[src/rtl/mc_pkg.sv]
// Shared constants for the multi-cycle MIPS control FSM: state encodings, opcodes,
// ALU operation codes and datapath mux selects.
package mc_pkg;

  localparam int unsigned STATE_W = 4;

  localparam logic [3:0] RESET_S   = 4'd0;
  localparam logic [3:0] FETCH     = 4'd1;
  localparam logic [3:0] DECODE    = 4'd2;
  localparam logic [3:0] EXEC_R    = 4'd3;
  localparam logic [3:0] R_WB      = 4'd4;
  localparam logic [3:0] MEM_ADDR  = 4'd5;
  localparam logic [3:0] MEM_READ  = 4'd6;
  localparam logic [3:0] MEM_WB    = 4'd7;
  localparam logic [3:0] MEM_WRITE = 4'd8;
  localparam logic [3:0] BRANCH    = 4'd9;
  localparam logic [3:0] JUMP      = 4'd10;
  localparam logic [3:0] ADDI_EXEC = 4'd11;
  localparam logic [3:0] ADDI_WB   = 4'd12;
  localparam logic [3:0] TRAP      = 4'd13;

  localparam logic [5:0] OP_RTYPE = 6'b000000;
  localparam logic [5:0] OP_LW    = 6'b100011;
  localparam logic [5:0] OP_SW    = 6'b101011;
  localparam logic [5:0] OP_BEQ   = 6'b000100;
  localparam logic [5:0] OP_J     = 6'b000010;
  localparam logic [5:0] OP_ADDI  = 6'b001000;

  localparam logic [2:0] ALUOP_RTYPE = 3'b000;
  localparam logic [2:0] ALUOP_ADD   = 3'b001;
  localparam logic [2:0] ALUOP_SUB   = 3'b010;

  localparam logic [1:0] SRCB_RT      = 2'b00;
  localparam logic [1:0] SRCB_FOUR    = 2'b01;
  localparam logic [1:0] SRCB_IMM     = 2'b10;
  localparam logic [1:0] SRCB_IMM_SH2 = 2'b11;

  localparam logic [1:0] PCSRC_ALU    = 2'b00;
  localparam logic [1:0] PCSRC_ALUOUT = 2'b01;
  localparam logic [1:0] PCSRC_JUMP   = 2'b10;

  typedef struct packed {
    logic       iord;
    logic       mem_read;
    logic       mem_write;
    logic       ir_write;
    logic       mem_to_reg;
    logic       reg_dst;
    logic       reg_write;
    logic       alu_src_a;
    logic [1:0] alu_src_b;
    logic [2:0] alu_op;
    logic [1:0] pc_source;
    logic       pc_write;
    logic       pc_write_cond;
  } ctrl_t;

  // States that wait on mem_ready and therefore run the wait counter.
  function automatic logic is_mem_state(logic [3:0] st);
    return (st == FETCH) || (st == MEM_READ) || (st == MEM_WRITE);
  endfunction

endpackage

[src/rtl/multicycle_control_if.sv]
// Control bundle between the multi-cycle control FSM (master) and the datapath (slave).
interface multicycle_control_if #(
  parameter int unsigned ALUOP_W = 3
);
  logic [5:0]         opcode;
  logic               zero;
  logic               mem_ready;
  logic               pc_we;
  logic               iord;
  logic               mem_read;
  logic               mem_write;
  logic               ir_write;
  logic               mem_to_reg;
  logic               reg_dst;
  logic               reg_write;
  logic               alu_src_a;
  logic [1:0]         alu_src_b;
  logic [ALUOP_W-1:0] alu_op;
  logic [1:0]         pc_source;
  logic               mem_err;
  logic [3:0]         state_o;

  modport master (
    input  opcode, zero, mem_ready,
    output pc_we, iord, mem_read, mem_write, ir_write, mem_to_reg, reg_dst, reg_write,
           alu_src_a, alu_src_b, alu_op, pc_source, mem_err, state_o
  );

  modport slave (
    output opcode, zero, mem_ready,
    input  pc_we, iord, mem_read, mem_write, ir_write, mem_to_reg, reg_dst, reg_write,
           alu_src_a, alu_src_b, alu_op, pc_source, mem_err, state_o
  );
endinterface

[src/rtl/mc_mem_wait.sv]
// Memory wait counter: counts mem_ready=0 cycles in a memory state and flags a timeout.
// MEM_TIMEOUT = 0 disables the timeout entirely.
module mc_mem_wait #(
  parameter int unsigned MEM_TIMEOUT = 16
) (
  input  logic clk,
  input  logic rst,
  input  logic i_active,
  input  logic i_ready,
  output logic o_done,
  output logic o_timeout
);
  localparam int unsigned CNT_W = (MEM_TIMEOUT > 2) ? $clog2(MEM_TIMEOUT) : 1;
  localparam int unsigned LIMIT = (MEM_TIMEOUT > 0) ? MEM_TIMEOUT - 1 : 0;

  logic [CNT_W-1:0] r_cnt;
  logic [CNT_W-1:0] w_cnt_next;
  logic             w_at_limit;

  assign w_at_limit = (MEM_TIMEOUT != 0) && (r_cnt == CNT_W'(LIMIT));
  assign o_done     = i_active & i_ready;
  // A ready on the limit cycle completes normally, so timeout requires ready low.
  assign o_timeout  = i_active & ~i_ready & w_at_limit;

  // Any exit from waiting (done, timeout, or idle) leaves the counter at zero for the next entry.
  always_comb begin
    w_cnt_next = '0;
    if (i_active && !i_ready && !w_at_limit) begin
      w_cnt_next = r_cnt + 1'b1;
    end
  end

  always_ff @(posedge clk) begin
    if (rst) begin
      r_cnt <= '0;
    end else begin
      r_cnt <= w_cnt_next;
    end
  end
endmodule

[src/rtl/multicycle_control.sv]
// Multi-cycle MIPS main control FSM. Define ILLEGAL_TRAP_EN to trap on unknown opcodes
// (otherwise they execute as a NOP).
module multicycle_control
  import mc_pkg::*;
#(
  parameter int unsigned ALUOP_W     = 3,
  parameter int unsigned MEM_TIMEOUT = 16
) (
  input logic                   clk,
  input logic                   rst,
  multicycle_control_if.master  bus
);
  logic [3:0] r_state;
  logic [3:0] w_next;
  logic       w_done;
  logic       w_timeout;
  ctrl_t      w_ctrl;

  mc_mem_wait #(
    .MEM_TIMEOUT(MEM_TIMEOUT)
  ) u_mem_wait (
    .clk      (clk),
    .rst      (rst),
    .i_active (is_mem_state(r_state)),
    .i_ready  (bus.mem_ready),
    .o_done   (w_done),
    .o_timeout(w_timeout)
  );

  always_comb begin
    w_next = r_state;
    case (r_state)
      RESET_S: w_next = FETCH;
      FETCH: begin
        if (w_done) w_next = DECODE;
        else if (w_timeout) w_next = FETCH;
      end
      DECODE: begin
        case (bus.opcode)
          OP_RTYPE:     w_next = EXEC_R;
          OP_LW, OP_SW: w_next = MEM_ADDR;
          OP_BEQ:       w_next = BRANCH;
          OP_J:         w_next = JUMP;
          OP_ADDI:      w_next = ADDI_EXEC;
`ifdef ILLEGAL_TRAP_EN
          default:      w_next = TRAP;
`else
          default:      w_next = FETCH;
`endif
        endcase
      end
      EXEC_R:    w_next = R_WB;
      MEM_ADDR:  w_next = (bus.opcode == OP_SW) ? MEM_WRITE : MEM_READ;
      MEM_READ: begin
        if (w_done) w_next = MEM_WB;
        else if (w_timeout) w_next = FETCH;
      end
      MEM_WRITE: begin
        if (w_done || w_timeout) w_next = FETCH;
      end
      ADDI_EXEC: w_next = ADDI_WB;
      R_WB, MEM_WB, BRANCH, JUMP, ADDI_WB: w_next = FETCH;
`ifdef ILLEGAL_TRAP_EN
      TRAP:      w_next = TRAP;
`endif
      default:   w_next = FETCH;
    endcase
  end

  always_ff @(posedge clk) begin
    if (rst) begin
      r_state <= RESET_S;
    end else begin
      r_state <= w_next;
    end
  end

  always_comb begin
    w_ctrl = '0;
    case (r_state)
      FETCH: begin
        w_ctrl.mem_read  = 1'b1;
        w_ctrl.alu_src_b = SRCB_FOUR;
        w_ctrl.alu_op    = ALUOP_ADD;
        w_ctrl.pc_source = PCSRC_ALU;
        w_ctrl.ir_write  = w_done;
        w_ctrl.pc_write  = w_done;
      end
      DECODE: begin
        w_ctrl.alu_src_b = SRCB_IMM_SH2;
        w_ctrl.alu_op    = ALUOP_ADD;
      end
      EXEC_R: begin
        w_ctrl.alu_src_a = 1'b1;
        w_ctrl.alu_src_b = SRCB_RT;
        w_ctrl.alu_op    = ALUOP_RTYPE;
      end
      R_WB: begin
        w_ctrl.reg_dst   = 1'b1;
        w_ctrl.reg_write = 1'b1;
      end
      MEM_ADDR, ADDI_EXEC: begin
        w_ctrl.alu_src_a = 1'b1;
        w_ctrl.alu_src_b = SRCB_IMM;
        w_ctrl.alu_op    = ALUOP_ADD;
      end
      MEM_READ: begin
        w_ctrl.iord     = 1'b1;
        w_ctrl.mem_read = 1'b1;
      end
      MEM_WB: begin
        w_ctrl.mem_to_reg = 1'b1;
        w_ctrl.reg_write  = 1'b1;
      end
      MEM_WRITE: begin
        w_ctrl.iord      = 1'b1;
        w_ctrl.mem_write = 1'b1;
      end
      BRANCH: begin
        w_ctrl.alu_src_a     = 1'b1;
        w_ctrl.alu_src_b     = SRCB_RT;
        w_ctrl.alu_op        = ALUOP_SUB;
        w_ctrl.pc_source     = PCSRC_ALUOUT;
        w_ctrl.pc_write_cond = 1'b1;
      end
      JUMP: begin
        w_ctrl.pc_source = PCSRC_JUMP;
        w_ctrl.pc_write  = 1'b1;
      end
      ADDI_WB: w_ctrl.reg_write = 1'b1;
      default: w_ctrl = '0;
    endcase
  end

  assign bus.pc_we      = w_ctrl.pc_write | (w_ctrl.pc_write_cond & bus.zero);
  assign bus.iord       = w_ctrl.iord;
  assign bus.mem_read   = w_ctrl.mem_read;
  assign bus.mem_write  = w_ctrl.mem_write;
  assign bus.ir_write   = w_ctrl.ir_write;
  assign bus.mem_to_reg = w_ctrl.mem_to_reg;
  assign bus.reg_dst    = w_ctrl.reg_dst;
  assign bus.reg_write  = w_ctrl.reg_write;
  assign bus.alu_src_a  = w_ctrl.alu_src_a;
  assign bus.alu_src_b  = w_ctrl.alu_src_b;
  assign bus.alu_op     = ALUOP_W'(w_ctrl.alu_op);
  assign bus.pc_source  = w_ctrl.pc_source;
  assign bus.mem_err    = w_timeout;
  assign bus.state_o    = r_state;
endmodule

[src/flat_wrapper.sv]
// flat-port wrapper written by rule: the top's interface ports become plain ports
module multicycle_control_flat import mc_pkg::*;
#(
  parameter int unsigned ALUOP_W     = 3,
  parameter int unsigned MEM_TIMEOUT = 16
)
  (clk, rst, bus_opcode, bus_zero, bus_mem_ready, bus_pc_we, bus_iord, bus_mem_read, bus_mem_write, bus_ir_write, bus_mem_to_reg, bus_reg_dst, bus_reg_write, bus_alu_src_a, bus_alu_src_b, bus_alu_op, bus_pc_source, bus_mem_err, bus_state_o);
  multicycle_control_if #(.ALUOP_W(ALUOP_W)) bus_i ();
  input logic clk;
  input logic rst;
  input wire logic [$bits(bus_i.opcode)-1:0] bus_opcode;
  input wire logic [$bits(bus_i.zero)-1:0] bus_zero;
  input wire logic [$bits(bus_i.mem_ready)-1:0] bus_mem_ready;
  output wire logic [$bits(bus_i.pc_we)-1:0] bus_pc_we;
  output wire logic [$bits(bus_i.iord)-1:0] bus_iord;
  output wire logic [$bits(bus_i.mem_read)-1:0] bus_mem_read;
  output wire logic [$bits(bus_i.mem_write)-1:0] bus_mem_write;
  output wire logic [$bits(bus_i.ir_write)-1:0] bus_ir_write;
  output wire logic [$bits(bus_i.mem_to_reg)-1:0] bus_mem_to_reg;
  output wire logic [$bits(bus_i.reg_dst)-1:0] bus_reg_dst;
  output wire logic [$bits(bus_i.reg_write)-1:0] bus_reg_write;
  output wire logic [$bits(bus_i.alu_src_a)-1:0] bus_alu_src_a;
  output wire logic [$bits(bus_i.alu_src_b)-1:0] bus_alu_src_b;
  output wire logic [$bits(bus_i.alu_op)-1:0] bus_alu_op;
  output wire logic [$bits(bus_i.pc_source)-1:0] bus_pc_source;
  output wire logic [$bits(bus_i.mem_err)-1:0] bus_mem_err;
  output wire logic [$bits(bus_i.state_o)-1:0] bus_state_o;
  assign bus_i.opcode = bus_opcode;
  assign bus_i.zero = bus_zero;
  assign bus_i.mem_ready = bus_mem_ready;
  assign bus_pc_we = bus_i.pc_we;
  assign bus_iord = bus_i.iord;
  assign bus_mem_read = bus_i.mem_read;
  assign bus_mem_write = bus_i.mem_write;
  assign bus_ir_write = bus_i.ir_write;
  assign bus_mem_to_reg = bus_i.mem_to_reg;
  assign bus_reg_dst = bus_i.reg_dst;
  assign bus_reg_write = bus_i.reg_write;
  assign bus_alu_src_a = bus_i.alu_src_a;
  assign bus_alu_src_b = bus_i.alu_src_b;
  assign bus_alu_op = bus_i.alu_op;
  assign bus_pc_source = bus_i.pc_source;
  assign bus_mem_err = bus_i.mem_err;
  assign bus_state_o = bus_i.state_o;
  multicycle_control #(.ALUOP_W(ALUOP_W), .MEM_TIMEOUT(MEM_TIMEOUT)) u_core (.clk(clk), .rst(rst), .bus(bus_i));
endmodule
[config.mk]
export PLATFORM = sky130hd
export DESIGN_NAME = multicycle_control_flat
export DESIGN_NICKNAME = d
export VERILOG_FILES = /design/src/rtl/mc_pkg.sv /design/src/rtl/multicycle_control_if.sv /design/src/rtl/mc_mem_wait.sv /design/src/rtl/multicycle_control.sv /design/src/flat_wrapper.sv
export SDC_FILE = /design/constraint.sdc
export NUM_CORES = 1
export LEC_CHECK = 0
export CAP_MARGIN = 20
export CORE_AREA = 2 2 39 41
export DETAILED_ROUTE_END_ITERATION = 16
export DIE_AREA = 0 0 41 43
export DONT_BUFFER_PORTS = 1
export GPL_TIMING_DRIVEN = 0
export PLACE_DENSITY = 0.71
export SETUP_SLACK_MARGIN = 0.05
export SLEW_MARGIN = 5
export SYNTH_ARGS = -nofsm -noshare
export SYNTH_HDL_FRONTEND = slang
export SYNTH_SLANG_ARGS = --single-unit
[constraint.sdc]
create_clock -name clk -period 1.7 [get_ports clk]
set_clock_uncertainty 0.15 [all_clocks]
set_input_delay 0.34 -clock clk [delete_from_list [all_inputs] [get_ports clk]]
set_output_delay 0.34 -clock clk [all_outputs]
set_load 0.01 [all_outputs]
==> impl_metrics.env, run 1 <==
export IMPL_crit_chain="buf_6, xor2_1, or3b_4, o21ai_4"
export IMPL_hold_viol=0
export IMPL_slowest_delay_ns=0.42
export IMPL_worst_path_max_fanout=7
export IMPL_wl_per_cell_microns=20.8
export IMPL_overflow=0
export IMPL_cp_top_family="simple AND/OR/NAND/NOR gates"
export IMPL_synth_seq_cells=8
export IMPL_ys_seq_area_share_pct=21.5
export IMPL_portBuffers=0
export IMPL_vias_per_cell=6.56
export IMPL_drive_gt1_share_pct=54.8
export IMPL_synthAdderAreaFrac_pct=1.68
export IMPL_min_period_ns=1.90
export IMPL_cap_viol_max_count=0
export IMPL_r2r_setup_slack_ns=-0.10
export IMPL_cp_required_ns=1.21
export IMPL_r2r_start="u_core.bus.state_o[2]"
export IMPL_layout_setup_ws_ns=-0.203
export IMPL_drcViolationCount=0
export IMPL_htree_levels=1
export IMPL_ys_top_cells_by_area="dfxtp_1 (22%), nor2_1 (8.6%), nand2b_1 (5.1%)"
export IMPL_die_h_microns=43
export IMPL_maxSlewViolCount=0
export IMPL_path_depth=4
export IMPL_synth_edff_count=0
export IMPL_rows=14
export IMPL_drt_initial_drc_count=36
export IMPL_num_vias=932
export IMPL_status="finished with violations"
export IMPL_synth_nets=115
export IMPL_synthDistinctLibCells=41
export IMPL_synth_xor_area_share_pct=4.71
export IMPL_synth_area_sq_um=743
export IMPL_yosysWarnings=0
export IMPL_crit_type="reg2out"
export IMPL_synth_top_area_share_pct=21.5
export IMPL_synthMostInstantiatedCell="nor2_1"
export IMPL_core_sq_mm=0.00138
export IMPL_drtAntennaViolNets=0
export IMPL_cts_path_max_buffers=2
export IMPL_startpoint_type="flip-flop"
export IMPL_p_leak_nw=0.473
export IMPL_setup_viol_count_final=17
export IMPL_cp_endpoint="bus_alu_src_b[1]"
export IMPL_dp_cells=120
export IMPL_area_growth_pct=66.8
export IMPL_p_per_area_mw_per_mm2=560
export IMPL_path_buf_inv=1
export IMPL_fin_nets=139
export IMPL_grt_pass1_wl_microns=3870
export IMPL_synth_commonest_cells="nor2_1 (17), dfxtp_1 (8), a21oi_1 (7)"
export IMPL_fin_cells=142
export IMPL_slowest_stage="or3b_4"
export IMPL_dp_hpwl_microns=1420
export IMPL_clk_latency_ns=0.25
export IMPL_cts_tree="done"
export IMPL_clk_pin_slew_ns=0.06
export IMPL_synth_top_cell_by_area="dfxtp_1"
export IMPL_netlist_instances=104
export IMPL_vdd_drop_max_mv=0.428
export IMPL_dieArea_sq_mm=0.00176
export IMPL_synth_async_reset_ratio_pct=0
export IMPL_place_congestion=0.839
export IMPL_numCtsBuffers=3
export IMPL_fillCellCount=61
export IMPL_grt_usage_pct=32.4
export IMPL_power_mw=0.695
export IMPL_dpl_worst_slack_ns=-0.0688
export IMPL_grt_pass1_vias=888
export IMPL_crit_path_start="u_core.bus.state_o[0]"
export IMPL_drt_total_wl_microns=2960
export IMPL_synth_top_family_by_area="simple AND/OR/NAND/NOR gates"
export IMPL_fin_crit_sh_pct=112
export IMPL_antenna_found_initial=0
export IMPL_cp_end_kind="output port"
export IMPL_root_buffer="clkbuf_4"
export IMPL_utilization_pct=89.6
export IMPL_violations="setup timing"
export IMPL_start_util_pct=53.7
export IMPL_n_antenna_cell=0
export IMPL_r2r_end="u_core.u_mem_wait.r_cnt[3]"
export IMPL_yosys_area_share_simple_pct=39.6
export IMPL_ioPinCount=31
export IMPL_clkSinkCount=8
export IMPL_worst_r2r_cell_count=7
export IMPL_rsz0062_at_grt="yes"
export IMPL_synth_compound_area_share_pct=24.1
export IMPL_min_path_type="in2reg"
export IMPL_muxShareOfSynthArea_pct=0
export IMPL_tns_ns=-1.85
export IMPL_arrival_ns=1.41
export IMPL_grt_max_degree=11
export IMPL_clock_fmax_mhz=526
export IMPL_die_w_microns=41
export IMPL_synthFlopType="dfxtp_1"
export IMPL_drt_pass1_iterations=4
export IMPL_syn_avg_cell_area_sq_um=7.15
cell usage in the layout, fill, tap and decap left out, drive strengths merged, types with 3 or more instances in the layout:
cell     n
a21oi    7
a31oi    4
buf     26
clkbuf   4
dfxtp    8
nand2    5
nand2b   6
nor2    17
nor2b    4
nor3     6
o21ai    5
xor2     3
stage by stage:
stage	cell area (sq um)	hold WS, ns
4_1_cts	1140	0.128
2_1_floorplan	776	0.259
3_3_place_gp	796	0.263
5_1_grt	1240	0.143
3_5_place_dp	796	0.264
6_report	1240	0.143
cell families (layout without fill, tap and decap cells):
| group | count (synthesis) | count (layout) |
|---|---|---|
| AO/OA/AOI/OAI | 27 | 27 |
| XOR/XNOR | 4 | 4 |
| adder cells (fa/ha/maj) | 1 | 1 |
| buffers and inverters | 10 | 32 |
| flip-flops | 8 | 8 |
| other | 1 | 1 |
| AND/OR/NAND/NOR | 53 | 53 |
final cells by class:
cell class | count | area, sq um | area share (%)
inverter | 1 | 3.75 | 0.303
multi-input combinational | 86 | 741 | 59.7
sequential | 8 | 175 | 14.1
clock buffer | 3 | 22.5 | 1.82
timing repair buffer | 20 | 178 | 14.3
buffer | 8 | 100 | 8.07
tap | 16 | 20.0 | 1.61
state kept, by name, indices dropped and copies added, names as in the netlist:
signal and flops:
u_core.bus.state_o 4, u_core.u_mem_wait.r_cnt 4
power by group:
part           leakage (nW)  internal [mW]  switching (mW)
registers            0.0678          0.193          0.0100
logic                 0.392          0.177           0.174
clock network        0.0138         0.0805          0.0606
metal layers:
layer / wire length (microns) / share of wire, % / vias to the layer above / global-route usage, %
met5: 0 / 0 / - / 0
met4: 87 / 2.9 / 0 / 12.7
met3: 216 / 7.3 / 8 / 13.1
met2: 1430 / 48 / 46 / 50.0
met1: 1230 / 42 / 459 / 38.1
li1: - / - / 419 / -
worst register-to-register path, stage by stage, from the launching register on:
cell and delay [ns]:
dfxtp_4 0.37, buf_6 0.13, buf_6 0.10, and4bb_1 0.24, a21oi_2 0.06, buf_4 0.14
or3_4 0.39, nor2_1 0.13
how the worst min path moves through the flow:
stage | startpoint | cells after the start | slack [ns] | end
4_1_cts | rst | 2 | 0.13 | u_core.bus.state_o[1]
5_1_grt | rst | 2 | 0.14 | u_core.u_mem_wait.r_cnt[1]
3_3_place_gp | rst | 1 | 0.26 | u_core.bus.state_o[3]
6_report | bus_opcode[2] | 2 | 0.14 | u_core.bus.state_o[1]
3_5_place_dp | rst | 1 | 0.26 | u_core.bus.state_o[3]
2_1_floorplan | rst | 1 | 0.26 | u_core.bus.state_o[3]
timing repair:
action,CTS,global route
endpoints found under the setup margin,17,18
resized for setup,60,15
pin swaps,13,5
hold endpoints to repair,1,0
hold buffers,1,0
buffers inserted,12,6
gates cloned,1,0
(Power assumes the default switching activity.)
==> inputs of run 2 (changes only) <==
--- a/config.mk
+++ b/config.mk
@@ -5,13 +5,14 @@
 export SDC_FILE = /design/constraint.sdc
 export NUM_CORES = 1
 export LEC_CHECK = 0
+export ABC_AREA = 1
 export CAP_MARGIN = 20
 export CORE_AREA = 2 2 39 41
 export DETAILED_ROUTE_END_ITERATION = 16
 export DIE_AREA = 0 0 41 43
 export DONT_BUFFER_PORTS = 1
 export GPL_TIMING_DRIVEN = 0
-export PLACE_DENSITY = 0.71
+export PLACE_DENSITY = 0.7
 export SETUP_SLACK_MARGIN = 0.05
 export SLEW_MARGIN = 5
 export SYNTH_ARGS = -nofsm -noshare
==> run 2 against run 1 <==
Against the previous run: the flow still finishes with violations (setup timing); synthesized cell count increased by 14%; area after synthesis down 2.7%; cell count is 2.8% higher; flip-flop and latch count is the same; maximum frequency rose by 8.3%; critical path type unchanged; critical endpoint is now bus_mem_err; largest cell class unchanged; largest power group is now sequential cells.
==> impl_metrics.env, run 2 <==
export IMPL_maxSlewViolCount=0
export IMPL_arrival_ns=1.27
export IMPL_rsz0062_at_grt="yes"
export IMPL_antenna_found_initial=0
export IMPL_yosysWarnings=0
export IMPL_slowest_stage="dfxtp_4"
export IMPL_synth_nets=130
export IMPL_cp_required_ns=1.21
export IMPL_utilization_pct=68.6
export IMPL_core_sq_mm=0.00138
export IMPL_synthFlopType="dfxtp_1"
export IMPL_layout_setup_ws_ns=-0.0574
export IMPL_synth_commonest_cells="nor2_1 (24), nand2_1 (22), inv_1 (19)"
export IMPL_num_vias=764
export IMPL_drtAntennaViolNets=0
export IMPL_dpl_worst_slack_ns=-0.0825
export IMPL_grt_pass1_vias=677
export IMPL_synthMostInstantiatedCell="nor2_1"
export IMPL_synth_async_reset_ratio_pct=0
export IMPL_violations="setup timing"
export IMPL_cp_end_kind="output port"
export IMPL_root_buffer="clkbuf_4"
export IMPL_hold_viol=0
export IMPL_slowest_delay_ns=0.38
export IMPL_clk_pin_slew_ns=0.05
export IMPL_dp_hpwl_microns=1300
export IMPL_cts_tree="done"
export IMPL_cp_top_family="simple AND/OR/NAND/NOR gates"
export IMPL_synth_top_cell_by_area="dfxtp_1"
export IMPL_wl_per_cell_microns=12.2
export IMPL_ys_seq_area_share_pct=22.1
export IMPL_cts_path_max_buffers=2
export IMPL_cap_viol_max_count=0
export IMPL_grt_usage_pct=21.1
export IMPL_vdd_drop_max_mv=0.358
export IMPL_n_antenna_cell=0
export IMPL_grt_pass1_wl_microns=2560
export IMPL_netlist_instances=119
export IMPL_drive_gt1_share_pct=43.8
export IMPL_crit_chain="nor2_1, nand2_2, nand3_4, nand3_4, inv_2"
export IMPL_drt_pass1_iterations=4
export IMPL_synth_seq_cells=8
export IMPL_die_w_microns=41
export IMPL_p_per_area_mw_per_mm2=614
export IMPL_path_buf_inv=1
export IMPL_fin_crit_sh_pct=103
export IMPL_min_period_ns=1.76
export IMPL_fin_nets=143
export IMPL_dieArea_sq_mm=0.00176
export IMPL_rows=14
export IMPL_setup_viol_count_final=8
export IMPL_startpoint_type="flip-flop"
export IMPL_synth_area_sq_um=723
export IMPL_drcViolationCount=0
export IMPL_drt_initial_drc_count=15
export IMPL_synthDistinctLibCells=27
export IMPL_overflow=0
export IMPL_htree_levels=1
export IMPL_ys_top_cells_by_area="dfxtp_1 (22%), nor2_1 (12%), nand2_1 (11%)"
export IMPL_clkSinkCount=8
export IMPL_min_path_type="in2reg"
export IMPL_place_congestion=0.699
export IMPL_drt_total_wl_microns=1790
export IMPL_synth_top_area_share_pct=22.1
export IMPL_layout_commonest_cell="nand2_1"
export IMPL_portBuffers=0
export IMPL_synth_edff_count=0
export IMPL_whs_ns=0.155
export IMPL_crit_type="reg2out"
export IMPL_syn_avg_cell_area_sq_um=6.08
export IMPL_numCtsBuffers=3
export IMPL_grt_max_degree=8
export IMPL_status="finished with violations"
export IMPL_p_leak_nw=0.459
export IMPL_clk_latency_ns=0.25
export IMPL_area_growth_pct=31.3
export IMPL_die_h_microns=43
export IMPL_cpMostUsedCell="nand3_4"
export IMPL_vias_per_cell=5.23
export IMPL_clock_fmax_mhz=569
export IMPL_start_util_pct=52.3
export IMPL_worst_path_max_fanout=6
export IMPL_final_cell_mix="nand2_1 (21), nor2_1 (15), inv_1 (13)"
export IMPL_ioPinCount=31
[run 2: changes by cell type in the layout (fill, tap and decap cells not counted), sizes merged, moves of 3 or more]
cell    before  now
inv          1   24
nand2        5   27
buf         26    9
nor2        17   28
nand2b       6    0
nand3        2    7
nor3         6    1
a31oi        4    0
nor2b        4    0
nand4        1    4
[run 2: layer usage]
metal	vias to the layer above	part of all wire, %	track usage, %
met5	-	0	0
met4	0	0.73	10.0
met3	2	6.7	4.19
met2	26	50	35.6
met1	338	43	23.6
li1	398	-	-
[run 2: worst paths after layout]
| check | endpoint | depth (start not counted) | start | slack [ns] |
|---|---|---|---|---|
| hold reg to reg | u_core.u_mem_wait.r_cnt[0] | 1 | u_core.u_mem_wait.r_cnt[0] | 0.27 |
| setup / recovery | bus_mem_err | 5 | u_core.bus.state_o[0] | -0.06 |
| setup reg to reg | u_core.bus.state_o[0] | 8 | u_core.bus.state_o[2] | 0.16 |
| hold / removal | u_core.bus.state_o[0] | 3 | rst | 0.15 |
[run 2: per-stage QoR]
| step | TNS (ns) | area, sq um | std cells | power, mW |
|---|---|---|---|---|
| 2_1_floorplan | 0 | 726 | 119 | 0.355 |
| 3_3_place_gp | -0.0221 | 746 | 135 | 0.375 |
| 3_5_place_dp | -0.0874 | 746 | 135 | 0.380 |
| 4_1_cts | -0.225 | 881 | 141 | 0.553 |
| 5_1_grt | -0.944 | 950 | 146 | 0.624 |
| 6_report | -0.274 | 950 | 146 | 0.583 |
[run 2: logic make-up after synthesis]
family	share of synthesized area [%]
adder cells (fa/ha/maj)	1.73
buffers and inverters	15.1
AND/OR/NAND/NOR	46.4
other	0.519
XOR/XNOR	1.21
AO/OA/AOI/OAI	13.0
flip-flops	22.1
[run 2: layout make-up]
class	instances	area, sq um
sequential	8	176
multi-input combinational	84	548
inverter	25	101
clock buffer	3	22.5
timing repair buffer	8	66.3
tap	16	20.0
fill	109	434
buffer	2	15.0
[run 2: what timing repair did]
item                       4_1_cts  5_1_grt
gates resized for setup         31       11
cloned                           0        0
hold endpoints to repair         3        0
hold buffers                     1        0
setup buffers                    2        5
setup endpoints to repair       16       14
pin swaps                        5        5
[run 2: worst register-to-register path, stage by stage, from the launching register on]
cell and delay (ns):
dfxtp_4 0.40, inv_1 0.09, nor2_4 0.11, nand2_2 0.11, buf_4 0.16, nand2_2 0.10
nor2_1 0.07, a21oi_2 0.15, a21oi_2 0.06
[run 2: where the power goes]
group / internal [mW] / switching [mW] / total [mW]
clock: 0.0807 / 0.0636 / 0.144
sequential: 0.197 / 0.0250 / 0.222
combinational: 0.0804 / 0.136 / 0.217
==> inputs of run 3 (changes only) <==
--- a/config.mk
+++ b/config.mk
@@ -12,7 +12,7 @@
 export DIE_AREA = 0 0 41 43
 export DONT_BUFFER_PORTS = 1
 export GPL_TIMING_DRIVEN = 0
-export PLACE_DENSITY = 0.7
+export PLACE_DENSITY = 0.71
 export SETUP_SLACK_MARGIN = 0.05
 export SLEW_MARGIN = 5
 export SYNTH_ARGS = -nofsm -noshare
==> run 3 against run 2 <==
Against the previous run: the flow still finishes with violations (setup timing); total power rose by 8.8%; wire length is 21% higher; sequential share of layout area is 1.5 points lower; global-route usage rose by 1.5 points; combinational power increased by 19%; maximum frequency down 3.5%; clock power increased by 6%; setup slack worse by 0.063 ns; first-iteration DRC count is 27% lower; flip-flop and latch count did not move; largest power group is now combinational cells; highest routed layer unchanged.
==> impl_metrics.env, run 3 (synthesized netlist as in run 2, its figures left out) <==
export IMPL_status="finished with violations"
export IMPL_violations="setup timing"
export IMPL_grt_util_met1_pct=25.0
export IMPL_cap_viol_max_count=0
export IMPL_p_leak_nw=0.495
export IMPL_use_met2_pct=37.2
export IMPL_root_buffer="clkbuf_4"
export IMPL_die_w_microns=41
export IMPL_p_per_area_mw_per_mm2=615
export IMPL_core_sq_mm=0.00138
export IMPL_drive_gt1_share_pct=50.0
export IMPL_start_util_pct=52.3
export IMPL_numCtsBuffers=3
export IMPL_final_area_sq_mm=0.00103
export IMPL_drt_pass1_iterations=4
export IMPL_rows=14
export IMPL_fin_cells=150
export IMPL_n_antenna_cell=0
export IMPL_arrival_ns=1.33
export IMPL_grt_pass1_vias=705
export IMPL_ioPinCount=31
export IMPL_cts_tree="done"
export IMPL_clk_latency_ns=0.26
export IMPL_hold_viol=0
export IMPL_crit_type="reg2out"
export IMPL_maxSlewViolCount=0
export IMPL_wl_per_cell_microns=14.4
export IMPL_clk_pin_slew_ns=0.05
export IMPL_drcViolationCount=0
export IMPL_htree_levels=1
export IMPL_dieArea_sq_mm=0.00176
export IMPL_drt_total_wl_microns=2160
export IMPL_fin_crit_sh_pct=107
export IMPL_overflow=0
export IMPL_grt_usage_pct=22.7
export IMPL_rsz0062_at_grt="yes"
export IMPL_dp_hpwl_microns=1240
export IMPL_grt_max_degree=8
export IMPL_layout_setup_ws_ns=-0.120
export IMPL_worst_path_max_fanout=6
export IMPL_startpoint_type="flip-flop"
export IMPL_tns_ns=-0.418
export IMPL_multi_input_area_sq_um=582
export IMPL_final_cell_mix="nand2_1 (18), nor2_1 (15), inv_1 (12)"
export IMPL_cp_required_ns=1.21
export IMPL_dp_cells=135
export IMPL_cp_end_kind="output port"
export IMPL_portBuffers=0
export IMPL_busiest_layer="met2"
export IMPL_setup_viol_count_final=8
export IMPL_area_growth_pct=42.6
export IMPL_use_met3_pct=4.19
export IMPL_grt_pass1_wl_microns=2680
export IMPL_min_period_ns=1.82
export IMPL_antenna_found_initial=0
export IMPL_fillCellCount=86
export IMPL_vias_per_cell=5.38
export IMPL_drtAntennaViolNets=0
export IMPL_layout_commonest_cell="nand2_1"
export IMPL_clkSinkCount=8
export IMPL_post_dp_cell_area_sq_um=746
export IMPL_seq_area_sq_um=176
export IMPL_die_h_microns=43
export IMPL_fin_nets=147
export IMPL_num_vias=807
export IMPL_vdd_drop_max_mv=0.425
export IMPL_drt_initial_drc_count=11
export IMPL_min_path_type="in2reg"
export IMPL_place_congestion=0.719
export IMPL_clock_fmax_mhz=549
export IMPL_cts_path_max_buffers=2
## run 3: path summary, 6_finish.rpt
check	cells after the start	endpoint	slack [ns]	from
min	3	u_core.bus.state_o[0]	0.14	rst
max reg2reg	8	u_core.bus.state_o[2]	0.19	u_core.bus.state_o[0]
max	5	bus_pc_we	-0.12	u_core.bus.state_o[0]
min reg2reg	1	u_core.u_mem_wait.r_cnt[0]	0.27	u_core.u_mem_wait.r_cnt[0]
## run 3: what timing repair did
action | 4_1_cts | 5_1_grt
setup endpoints to repair | 16 | 16
resized for setup | 31 | 26
setup buffers | 3 | 8
hold buffers | 1 | 0
pin swaps | 4 | 9
endpoints found under the hold margin | 3 | 0
## run 3: per-layer routing
metal,vias to the layer above,wire (microns),part of all wire [%]
met1,368,877,41
met5,-,0,0
met4,0,43,2.0
li1,404,-,-
met3,5,117,5.4
met2,30,1120,52
## run 3: area by class of cell
cell class,instances,share of cell area [%]
multi-input cells,84,56.4
flip-flops and latches,8,17.1
inverters,25,10.8
repair buffers,12,10.1
clock buffers,3,2.18
well taps,16,1.94
plain buffers,2,1.46
## run 3: metrics by stage
step	total power, mW	utilization [%]	worst slack (ns)	hold slack, ns
floorplan	0.355	-	0.0760	0.252
global placement	0.377	53.9	-0.0230	0.253
detailed placement	0.379	53.9	-0.0479	0.254
CTS	0.561	63.6	-0.0690	0.132
global route	0.660	74.5	-0.169	0.183
finish	0.634	74.5	-0.120	0.141
## run 3: report_power, final
group	switching, mW	internal (mW)
logic	0.159	0.0985
clock network	0.0711	0.0812
registers	0.0269	0.197
total	0.257	0.377
## run 3: critical path: stages (launching register included)
cell and delay, ns:
dfxtp_4 0.42, inv_4 0.06, nor2_4 0.14, nand2_4 0.12
nor2_4 0.16, a211o_1 0.16
